**config.mk**
```make
export PLATFORM = sky130hd
export DESIGN_NAME = shift_rows_pipe_flat
export DESIGN_NICKNAME = d
export VERILOG_FILES = /design/src/rtl/shift_rows_if.sv /design/src/rtl/shift_rows_pipe.sv /design/src/flat_wrapper.sv
export SDC_FILE = /design/constraint.sdc
export NUM_CORES = 1
export LEC_CHECK = 0
export BUFFER_PORTS_ARGS = -buffer_cell sky130_fd_sc_hd__buf_2
export CORE_ASPECT_RATIO = 0.5
export CORE_MARGIN = 5
export CORE_UTILIZATION = 54
export CTS_BUF_LIST = sky130_fd_sc_hd__clkbuf_16
export DETAILED_ROUTE_END_ITERATION = 8
export PLACE_DENSITY_LB_ADDON = 0.2
export SKIP_CTS_REPAIR_TIMING = 1
export SLEW_MARGIN = 20
export SYNTH_ARGS = -nofsm -noshare
export SYNTH_HDL_FRONTEND = slang
export SYNTH_SLANG_ARGS = --single-unit
```
**constraint.sdc**
```tcl
create_clock -name clk -period 15.8 [get_ports clk]
set_clock_uncertainty 0.15 [all_clocks]
set_input_delay 1.58 -clock clk [delete_from_list [all_inputs] [get_ports clk]]
set_output_delay 1.58 -clock clk [all_outputs]
set_load 0.05 [all_outputs]
```
**src/rtl/shift_rows_if.sv**
```systemverilog
// Stream bundle between SubBytes and MixColumns around the ShiftRows stage.
// The slave side is the ShiftRows block; the master side is its environment.
interface shift_rows_if #(
    parameter int NB = 4
);
    localparam int W = 32 * NB;

    logic         in_valid;
    logic         in_ready;
    logic [W-1:0] in_data;
    logic         in_inv;
    logic         out_valid;
    logic         out_ready;
    logic [W-1:0] out_data;
    logic         out_inv;

    modport slave (
        input  in_valid, in_data, in_inv, out_ready,
        output in_ready, out_valid, out_data, out_inv
    );

    modport master (
        output in_valid, in_data, in_inv, out_ready,
        input  in_ready, out_valid, out_data, out_inv
    );
endinterface

```
**src/rtl/shift_rows_pipe.sv**
```systemverilog
// Registered Rijndael ShiftRows / InvShiftRows for Nb = 4, 6 or 8 columns.
// The byte permutation is applied on the input side, so both the main
// register and the skid register hold already-permuted states. in_ready
// comes straight from the skid valid flop, breaking the out_ready path.
module shift_rows_pipe #(
    parameter int NB = 4
) (
    input  logic        clk,
    input  logic        rst_n,
    input  logic        flush,
    shift_rows_if.slave bus
);
    localparam int W = 32 * NB;

    if (NB != 4 && NB != 6 && NB != 8) begin : g_bad_nb
        $error("shift_rows_pipe: NB must be 4, 6 or 8");
    end

    // Row rotation amount; the 8-column variant skips offset 2.
    function automatic int row_shift(input int r);
        if (NB == 8 && r >= 2) return r + 1;
        return r;
    endfunction

    // Byte k = r + 4c sits at bits [W-1-8k -: 8]; forward reads column
    // c + sh(r), inverse reads column c - sh(r), both modulo NB.
    function automatic logic [W-1:0] shift_rows(input logic [W-1:0] d,
                                                input logic         inv);
        logic [W-1:0] o;
        int           src;
        o = '0;
        for (int c = 0; c < NB; c++) begin
            for (int r = 0; r < 4; r++) begin
                if (inv) src = (c - row_shift(r) + NB) % NB;
                else     src = (c + row_shift(r)) % NB;
                o[W-1-8*(r+4*c) -: 8] = d[W-1-8*(r+4*src) -: 8];
            end
        end
        return o;
    endfunction

    logic [W-1:0] perm_p0;
    logic [W-1:0] m_data_p1;
    logic         m_inv_p1;
    logic         m_vld_p1;
    logic [W-1:0] s_data_p1;
    logic         s_inv_p1;
    logic         s_vld_p1;

    logic accept;
    logic xfer;
    logic load_m_from_s;
    logic load_m_from_in;
    logic load_s;

    assign perm_p0 = shift_rows(bus.in_data, bus.in_inv);

    assign bus.in_ready  = !s_vld_p1;
    assign bus.out_valid = m_vld_p1;
    assign bus.out_data  = m_data_p1;
    assign bus.out_inv   = m_inv_p1;

    // Decode which register captures what on the coming edge.
    always_comb begin
        accept         = bus.in_valid && !s_vld_p1;
        xfer           = m_vld_p1 && bus.out_ready;
        load_m_from_s  = xfer && s_vld_p1;
        load_m_from_in = accept && (!m_vld_p1 || (xfer && !s_vld_p1));
        load_s         = accept && m_vld_p1 && !xfer;
    end

    // ---- stage p0 -> p1 boundary: occupancy flags ----
    // Valid bits of the main and skid registers; flush empties both.
    always_ff @(posedge clk or negedge rst_n) begin
        if (!rst_n) begin
            m_vld_p1 <= 1'b0;
            s_vld_p1 <= 1'b0;
        end else if (flush) begin
            m_vld_p1 <= 1'b0;
            s_vld_p1 <= 1'b0;
        end else if (xfer) begin
            if (s_vld_p1) begin
                m_vld_p1 <= 1'b1;
                s_vld_p1 <= 1'b0;
            end else begin
                m_vld_p1 <= accept;
            end
        end else if (!m_vld_p1) begin
            m_vld_p1 <= accept;
        end else if (accept) begin
            s_vld_p1 <= 1'b1;
        end
    end

    // Main register payload; cleared by reset so out_data reads zero.
    always_ff @(posedge clk or negedge rst_n) begin
        if (!rst_n) begin
            m_data_p1 <= '0;
            m_inv_p1  <= 1'b0;
        end else if (load_m_from_s) begin
            m_data_p1 <= s_data_p1;
            m_inv_p1  <= s_inv_p1;
        end else if (load_m_from_in) begin
            m_data_p1 <= perm_p0;
            m_inv_p1  <= bus.in_inv;
        end
    end

    // Skid register payload; its content only matters while s_vld_p1 is set.
    always_ff @(posedge clk) begin
        if (load_s) begin
            s_data_p1 <= perm_p0;
            s_inv_p1  <= bus.in_inv;
        end
    end
endmodule

```
**src/flat_wrapper.sv**
```systemverilog
// flat-port wrapper written by rule: the top's interface ports become plain ports
module shift_rows_pipe_flat 
#(
    parameter int NB = 4
)
  (clk, rst_n, flush, bus_in_valid, bus_in_data, bus_in_inv, bus_out_ready, bus_in_ready, bus_out_valid, bus_out_data, bus_out_inv);
  shift_rows_if #(.NB(NB)) bus_i ();
  input  logic clk;
  input  logic rst_n;
  input  logic flush;
  input wire logic [$bits(bus_i.in_valid)-1:0] bus_in_valid;
  input wire logic [$bits(bus_i.in_data)-1:0] bus_in_data;
  input wire logic [$bits(bus_i.in_inv)-1:0] bus_in_inv;
  input wire logic [$bits(bus_i.out_ready)-1:0] bus_out_ready;
  output wire logic [$bits(bus_i.in_ready)-1:0] bus_in_ready;
  output wire logic [$bits(bus_i.out_valid)-1:0] bus_out_valid;
  output wire logic [$bits(bus_i.out_data)-1:0] bus_out_data;
  output wire logic [$bits(bus_i.out_inv)-1:0] bus_out_inv;
  assign bus_i.in_valid = bus_in_valid;
  assign bus_i.in_data = bus_in_data;
  assign bus_i.in_inv = bus_in_inv;
  assign bus_i.out_ready = bus_out_ready;
  assign bus_in_ready = bus_i.in_ready;
  assign bus_out_valid = bus_i.out_valid;
  assign bus_out_data = bus_i.out_data;
  assign bus_out_inv = bus_i.out_inv;
  shift_rows_pipe #(.NB(NB)) u_core (.clk(clk), .rst_n(rst_n), .flush(flush), .bus(bus_i));
endmodule
```
==> metrics.yaml, run 1 <==
run_status:
  status: "finished clean"
global_routing:
  globalRoute.totalOverflow: 0
  track_usage: 0.199
  antenna_found_initial: 4
  grt_pass1_vias: 6883
  grt_pass1_wl_um: 38100
  grt_max_degree: 93
worst_setup_path:
  reg2regPathDepth: 4
  path_cells: "buf_2 -> nand2b_1 -> nor3b_2 -> buf_6 -> buf_4"
  worstPathRequired_ns: 15.79
  setup.worst_path.class: "in2reg"
  critPathMaxStageDelay_ns: 0.69
  reg2reg_slack_ns: 12.92
  cp-start-kind: "input pin"
  critical_path.max_fanout: 81
  arrival_ns: 3.44
  end_kind: "flip-flop"
  endpoint: "u_core.s_data_p1[69]"
  slowest_stage: "buf_4"
  r2r-end: "u_core.s_data_p1[69]"
  reg2reg_from: "u_core.s_vld_p1"
  startpoint: "bus_in_valid"
power:
  ir_drop_v: 0.0000816
  p_per_area_nw_per_um2: 136
  p_leak_nw: 5.47
routing:
  drt_iter0_drc: 355
  drt-total-wl_um: 23900
  vias: 6287
  topRoutingLayerUsed: "met5"
  wl_per_cell_um: 20.2
  drt-met1-wl_um: 10500
  dr_wl_met2_um: 11600
  viasPerCell: 5.31
  antenna_left: 0
  wl_met3_um: 1430
  first_pass_iters: 4
  drc: 0
timing:
  hold_viol: 0
  fmax_mhz: 290
  worstMarginPinSlew_ns: 0.944
  finalCritPeriodShare: 0.218
  final.setup.tns_ns: 0
  fin_ws_ns: 12.35
  rsz0062_at_grt: "false"
  drv_slew: 0
  slew_headroom: 0.371
  post-route-min-period_ns: 3.45
  hold_ws_ns: 0.350
  setup_viol: 0
final_layout:
  fillers: 1533
  layout_common_cells: "263 x buf_2, 244 x mux2_2, 131 x dfrtp_1, 129 x edfxtp_1, 78 x mux2_1"
  final_common_cell: "buf_2"
  final_nets: 1025
  regArea_um2: 7150
  layout.cells.non_filler: 1185
  final_layout_size_suffix_gt1_frac: 0.605
  multi_input_area_um2: 3700
  fin_area_um2: 13300
  area_growth_pct: 19.5
yosys:
  syn_nets: 762
  yosysWarnings: 0
  avgSynthCellArea_um2: 17.8
  yosysSeqAreaShare: 0.641
  synth.top_cell.area_share: 0.347
  synth_edf_count: 129
  synthCells: 628
  ys_seq_elements: 260
  ys_types: 17
  synth_area_leaders: "edfxtp_1 35%, dfrtp_1 29%, mux2_2 25%"
  ys_async_sr_fraction: 0.504
  synth_top_cell_by_area: "edfxtp_1"
  synthFlopType: "dfrtp_1"
  netlist_area_um2: 11200
placed_design:
  placedCellCount: 1138
  hpwl_um: 15700
  preCtsSetupSlack_ns: 11.64
  gp_congestion: 0.744
  dpl-instance-area_um2: 12600
  portBuffers: 264
flow_run:
  maxCapViolCount: 0
clocking:
  cts_max_path_buffers: 3
  cts_buffers: 24
  cts_sinks: 260
  root_buffer: "clkbuf_16"
  path_clk_slew_ns: 0.06
  htree_num_levels: 1
  clock_latency_ns: 0.51
  cts_tree: "built"
floorplan:
  start_util: 0.547
  die_area_um2: 23800
  fp.dieH_um: 112
  row_count: 37
  pin_count: 265
  core_area_um2: 20400
  die_w_um: 213
min_path:
  min_path_type: "reg2reg"
==> worst max-delay path: cells and delay by family <==
kind | cells | cell delay, ns
and+or+nand+nor | 2 | 0.33
buffers and inverters | 3 | 1.41
==> final cells by class <==
class | count | area share
clock buffers | 25 | 0.0469
flip-flops and latches | 260 | 0.536
repair buffers | 272 | 0.104
clock inverters | 19 | 0.00816
diodes | 3 | 0.000563
inverters | 2 | 0.000563
multi-input cells | 331 | 0.278
well taps | 273 | 0.0256
==> stage by stage <==
stage	util	power (mW)
final	0.653	1.82
after detailed placement	0.617	1.29
after global routing	0.653	1.89
after global placement	0.617	1.28
after CTS	0.653	1.84
after floorplan	-	1.16
==> layer usage <==
| layer | vias up | track usage |
|---|---|---|
| li1 | 2888 | - |
| met4 | 2 | 0.0356 |
| met5 | - | 0 |
| met1 | 3231 | 0.271 |
| met2 | 137 | 0.328 |
| met3 | 29 | 0.0549 |
==> flip-flops by register name, summed over array words and instances, names as in the netlist <==
register	count
u_core.bus.out_data	128
u_core.s_inv_p1	1
u_core.bus.out_inv	1
u_core.s_data_p1	128
u_core.bus.out_valid	1
u_core.s_vld_p1	1
==> synth_stat cells (2+ instances only) <==
cell	count
mux2_2	244
dfrtp_1	131
edfxtp_1	129
mux2_1	78
buf_6	18
buf_4	12
buf_2	4
a21oi_1	2
inv_1	2
==> worst min-delay path by stage <==
stage,from,depth (start not counted),to,slack [ns]
global route,u_core.bus.out_data[105],1,u_core.bus.out_data[105],0.37
detailed placement,u_core.bus.out_data[91],1,u_core.bus.out_data[91],0.34
finish,u_core.bus.out_data[37],1,u_core.bus.out_data[37],0.35
global placement,u_core.bus.out_data[103],1,u_core.bus.out_data[103],0.33
floorplan,u_core.s_data_p1[100],2,u_core.bus.out_data[100],0.40
CTS,u_core.bus.out_data[119],1,u_core.bus.out_data[119],0.35
==> report_power, final <==
part | total (mW) | leakage [nW] | switching [mW] | internal, mW
Sequential | 0.816 | 2.70 | 0.0327 | 0.783
Combinational | 0.452 | 2.39 | 0.318 | 0.134
Clock | 0.549 | 0.373 | 0.246 | 0.302
==> cells by family after synthesis <==
kind of cell	synth area share
flops	0.641
buf+inv	0.0290
mux	0.325
compound gates	0.00269
simple gates	0.00247
No activity file was read; power rests on OpenSTA's default activity.
==> run 2: changes to the inputs <==
--- a/config.mk
+++ b/config.mk
@@ -8,7 +8,7 @@
 export BUFFER_PORTS_ARGS = -buffer_cell sky130_fd_sc_hd__buf_2
 export CORE_ASPECT_RATIO = 0.5
 export CORE_MARGIN = 5
-export CORE_UTILIZATION = 54
+export CORE_UTILIZATION = 49
 export CTS_BUF_LIST = sky130_fd_sc_hd__clkbuf_16
 export DETAILED_ROUTE_END_ITERATION = 8
 export PLACE_DENSITY_LB_ADDON = 0.2
==> constraint.sdc (replaced) <==
create_clock -name clk -period 3.15 [get_ports clk]
set_clock_uncertainty 0.15 [all_clocks]
set_input_delay 0.315 -clock clk [delete_from_list [all_inputs] [get_ports clk]]
set_output_delay 0.315 -clock clk [all_outputs]
set_load 0.05 [all_outputs]
==> run 2 against run 1 <==
  * Die area increased by 9.5%
  * Power grew to 5.2 times the previous value
  * Sequential power rose to 5.0 times the previous value
  * Setup slack lost 11 ns
  * Non-clock buffer count increased by 168
  * Core utilization rose by 2.2 points
  * Combinational power increased to 5.5 times the previous value
  * Routed wire length increased by 8.4%
  * Largest power group unchanged
==> metrics.yaml, run 2 (same netlist as run 1, synthesis figures left out) <==
run_status:
  status: "finished clean"
timing:
  fin_ws_ns: 0.928
  hold_ws_ns: 0.00180
  drv_slew: 0
  slew_headroom: 0.519
  final.setup.tns_ns: 0
  post-route-min-period_ns: 2.22
  rsz0062_at_grt: "false"
  worstMarginPinSlew_ns: 0.722
  fmax_mhz: 450
  setup_viol: 0
  hold_viol: 0
  finalCritPeriodShare: 0.705
global_routing:
  globalRoute.totalOverflow: 0
  antenna_found_initial: 0
  grt_max_degree: 72
  grt_pass1_wl_um: 37700
  grt_pass1_vias: 6667
  track_usage: 0.181
final_layout:
  final_common_cell: "buf_2"
  fin_area_um2: 15200
  area_growth_pct: 36.6
  final_layout_size_suffix_gt1_frac: 0.522
  postLayoutCoreUtil: 0.675
  layout.cells.non_filler: 1385
  final_nets: 1193
  layout_common_cells: "263 x buf_2, 244 x mux2_2, 162 x dlygate4sd3_1, 130 x dfrtp_1, 129 x edfxtp_1"
placed_design:
  portBuffers: 264
  placedCellCount: 1178
  hpwl_um: 16300
  preCtsSetupSlack_ns: 0.885
  gp_congestion: 0.747
  dpl-instance-area_um2: 12800
clocking:
  cts_tree: "built"
  clock_latency_ns: 0.51
  cts_buffers: 24
  cts_max_path_buffers: 3
  path_clk_slew_ns: 0.07
  htree_num_levels: 1
  root_buffer: "clkbuf_16"
  cts_sinks: 260
min_path:
  min_to: "u_core.s_data_p1[101]"
  min_path_type: "in2reg"
  holdCritStartpoint: "bus_in_data[69]"
  hold_path_depth: 2
worst_setup_path:
  critical_path.max_fanout: 31
  reg2reg_from: "u_core.s_vld_p1"
  end_kind: "flip-flop"
  crit_buf_inv: 3
  critPathTopFamily: "buffers and inverters"
  critPathMaxStageDelay_ns: 0.52
  slowest_stage: "dlygate4sd3_1"
  setup.worst_path.class: "in2reg"
  path_cells: "dlygate4sd3_1 -> buf_2 -> nand3_4 -> buf_4 -> mux2_1 -> mux2_2"
  r2r-end: "u_core.bus.out_data[23]"
  cp-start-kind: "input pin"
  reg2reg_slack_ns: 0.94
  reg2regPathDepth: 4
  worstPathRequired_ns: 3.40
  arrival_ns: 2.47
power:
  finalPower_mw: 9.52
  p_per_area_nw_per_um2: 624
  p_int_mw: 6.45
  p_seq_frac: 0.430
  ir_drop_v: 0.000375
  switchingPower_mw: 3.07
  combPwrFrac: 0.260
  clockPowerShare: 0.310
  swShare: 0.323
  p_leak_nw: 6.25
routing:
  first_pass_iters: 4
  drt_iter0_drc: 302
  drc: 0
  drt-total-wl_um: 25900
  viasPerCell: 5.05
  wl_per_cell_um: 18.7
  vias: 6988
  antenna_left: 0
floorplan:
  start_util: 0.494
  fp.dieH_um: 117
  core_area_um2: 22600
  row_count: 39
  die_w_um: 223
  pin_count: 265
  die_area_um2: 26100
flow_run:
  maxCapViolCount: 0
[run 2: how the worst max path moves through the flow]
stage | startpoint | end | cells past startpoint
6_report | bus_out_ready | u_core.bus.out_data[23] | 6
5_1_grt | u_core.s_vld_p1 | u_core.bus.out_data[25] | 4
4_1_cts | u_core.s_vld_p1 | u_core.bus.out_data[20] | 4
3_5_place_dp | bus_in_inv | u_core.bus.out_data[21] | 5
3_3_place_gp | bus_in_inv | u_core.bus.out_data[21] | 5
2_1_floorplan | u_core.bus.out_valid | u_core.s_data_p1[0] | 1
[run 2: worst register-to-register path, stage by stage (launching register included)]
cell and delay, ns:
dfrtp_1 0.48, nand3_4 0.47, buf_4 0.41, mux2_1 0.32
mux2_2 0.27
[run 2: power by group through the flow]
stage          registers [mW]  clock network, mW  logic, mW
6_report                 4.09               2.95       2.48
5_1_grt                  4.13               3.17       2.60
4_1_cts                  4.09               3.01       2.32
3_5_place_dp             4.16                  0       2.31
3_3_place_gp             4.14                  0       2.29
2_1_floorplan            5.23                  0      0.592
[run 2: final cells by class]
| type | instances | area (um2) |
|---|---|---|
| Fill cell | 1581 | 7350 |
| Sequential cell | 260 | 7150 |
| Multi-Input combinational cell | 331 | 3710 |
| Timing Repair Buffer | 440 | 3190 |
| Clock buffer | 25 | 626 |
| Tap cell | 307 | 384 |
| Clock inverter | 19 | 168 |
| Inverter | 2 | 7.51 |
| Antenna cell | 1 | 2.50 |
[run 2: layer usage]
metal  global-route usage  part of all wire  up-vias
met5                    0                 0        -
met1                0.241              0.43     3558
met3               0.0455             0.046       38
met2                0.306              0.50      159
li1                     -                 -     3233
met4               0.0396             0.018        0
==> run 3: changes to the inputs <==
--- a/config.mk
+++ b/config.mk
@@ -8,7 +8,7 @@
 export BUFFER_PORTS_ARGS = -buffer_cell sky130_fd_sc_hd__buf_2
 export CORE_ASPECT_RATIO = 0.5
 export CORE_MARGIN = 5
-export CORE_UTILIZATION = 49
+export CORE_UTILIZATION = 54
 export CTS_BUF_LIST = sky130_fd_sc_hd__clkbuf_16
 export DETAILED_ROUTE_END_ITERATION = 8
 export PLACE_DENSITY_LB_ADDON = 0.2
==> constraint.sdc (replaced) <==
create_clock -name clk -period 2.1 [get_ports clk]
set_clock_uncertainty 0.15 [all_clocks]
set_input_delay 0.21 -clock clk [delete_from_list [all_inputs] [get_ports clk]]
set_output_delay 0.21 -clock clk [all_outputs]
set_load 0.05 [all_outputs]
==> run 3 against run 2 <==
  * First-iteration DRC count up 35%
  * Register-to-register slack worse by 0.80 ns
  * Core utilization up 7.4 points
  * Sequential share of layout area shrank 0.10 points
  * Final area is 0.22% higher
  * Hold slack better by 0.052 ns
  * Critical path type is now reg2reg
==> metrics.yaml, run 3 (same netlist as run 1, synthesis figures left out) <==
run_status:
  status: "finished clean"
routing:
  drt_iter0_drc: 409
  vias: 7032
  wl_per_cell_um: 19.4
  drt-total-wl_um: 26400
  viasPerCell: 5.18
  antenna_left: 0
  drc: 0
  first_pass_iters: 4
final_layout:
  final_common_cell: "buf_2"
  diodes: 0
  fillers: 1277
  postLayoutCoreUtil: 0.748
  final_nets: 1202
  area_growth_pct: 36.9
  multi_input_area_um2: 3710
  layout_common_cells: "263 x buf_2, 244 x mux2_2, 164 x dlygate4sd3_1, 130 x dfrtp_1, 129 x edfxtp_1"
  final_layout_size_suffix_gt1_frac: 0.524
  fin_area_um2: 15300
  regArea_um2: 7150
timing:
  setup_viol: 0
  final.setup.tns_ns: 0
  hold_viol: 0
  fmax_mhz: 510
  post-route-min-period_ns: 1.96
  drv_slew: 0
  worstMarginPinSlew_ns: 0.422
  rsz0062_at_grt: "false"
  slew_headroom: 0.719
  finalCritPeriodShare: 0.933
floorplan:
  die_w_um: 213
  fp.dieH_um: 112
  die_area_um2: 23800
  start_util: 0.547
  row_count: 37
  pin_count: 265
  core_area_um2: 20400
clocking:
  cts_tree: "built"
  clock_latency_ns: 0.51
  root_buffer: "clkbuf_16"
  path_clk_slew_ns: 0.07
  htree_num_levels: 1
  cts_max_path_buffers: 3
  cts_sinks: 260
  cts_buffers: 23
placed_design:
  dpl-instance-area_um2: 12900
  portBuffers: 264
  gp_congestion: 0.786
  hpwl_um: 16600
global_routing:
  track_usage: 0.203
  antenna_found_initial: 0
  grt_max_degree: 55
  globalRoute.totalOverflow: 0
  grt_pass1_wl_um: 38800
  grt_pass1_vias: 6971
worst_setup_path:
  cp-start-kind: "flip-flop"
  slowest_stage: "dfrtp_1"
  worstPathRequired_ns: 2.34
  reg2reg_from: "u_core.s_vld_p1"
  critPathMaxStageDelay_ns: 0.45
  critPathTopFamily: "flip-flops"
  critical_path.max_fanout: 26
  startpoint: "u_core.s_vld_p1"
  setup.worst_path.class: "reg2reg"
  path_cells: "nand2b_4 -> a22oi_2 -> buf_4 -> buf_12 -> mux2_2"
  end_kind: "flip-flop"
  crit_buf_inv: 2
  arrival_ns: 2.20
power:
  p_leak_nw: 6.30
  p_per_area_nw_per_um2: 927
  combPwrFrac: 0.266
  swShare: 0.326
  p_int_mw: 9.55
  clockPowerShare: 0.300
  p_seq_frac: 0.434
  switchingPower_mw: 4.62
  ir_drop_v: 0.000560
min_path:
  min_path_type: "in2async"
flow_run:
  maxCapViolCount: 0
## run 3: power groups by stage
| stage | clock (mW) | sequential (mW) | combinational, mW |
|---|---|---|---|
| after floorplan | 0 | 7.85 | 0.887 |
| after global placement | 0 | 6.22 | 3.46 |
| after detailed placement | 0 | 6.24 | 3.52 |
| after CTS | 4.36 | 6.14 | 3.52 |
| after global routing | 4.59 | 6.21 | 3.95 |
| final | 4.25 | 6.15 | 3.77 |
## run 3: worst paths after layout
path	cells past startpoint	to	slack, ns
worst max-delay path	5	u_core.bus.out_data[115]	0.14
worst min-delay path	2	u_core.bus.out_data[24]	0.05
worst max register to register	5	u_core.bus.out_data[115]	0.14
worst min register to register	1	u_core.bus.out_data[106]	0.35
max in group asynchronous	3	u_core.bus.out_valid	1.16
min in group clk	2	u_core.s_inv_p1	0.05
## run 3: per-stage QoR
stage,setup slack [ns],hold WS [ns],total power [mW],instances
after floorplan,-2.39,-0.236,8.74,628
after global placement,0.226,0.00124,9.68,1152
after detailed placement,0.171,0.0127,9.76,1152
after CTS,0.149,-0.542,14.0,1193
after global routing,0.0609,0.0484,14.8,1357
final,0.141,0.0536,14.2,1357
## run 3: final cells by class
type,count,area share
clock inverter,18,0.0109
clock buffer,23,0.0377
tap,273,0.0224
sequential,260,0.468
timing repair buffer,450,0.217
multi-input combinational,331,0.243
inverter,2,0.000491
## run 3: worst register-to-register path: cells and delay by family (launching register included)
family          cells  cell delay (ns)
mux                 1             0.38
buf+inv             2             0.42
flops               1             0.45
simple gates        1             0.20
compound gates      1             0.25
## run 3: per-layer routing
layer | wire length, um | GRT usage
met3 | 1430 | 0.0566
met2 | 13100 | 0.328
met5 | 0 | 0
met4 | 335 | 0.0390
met1 | 11500 | 0.279
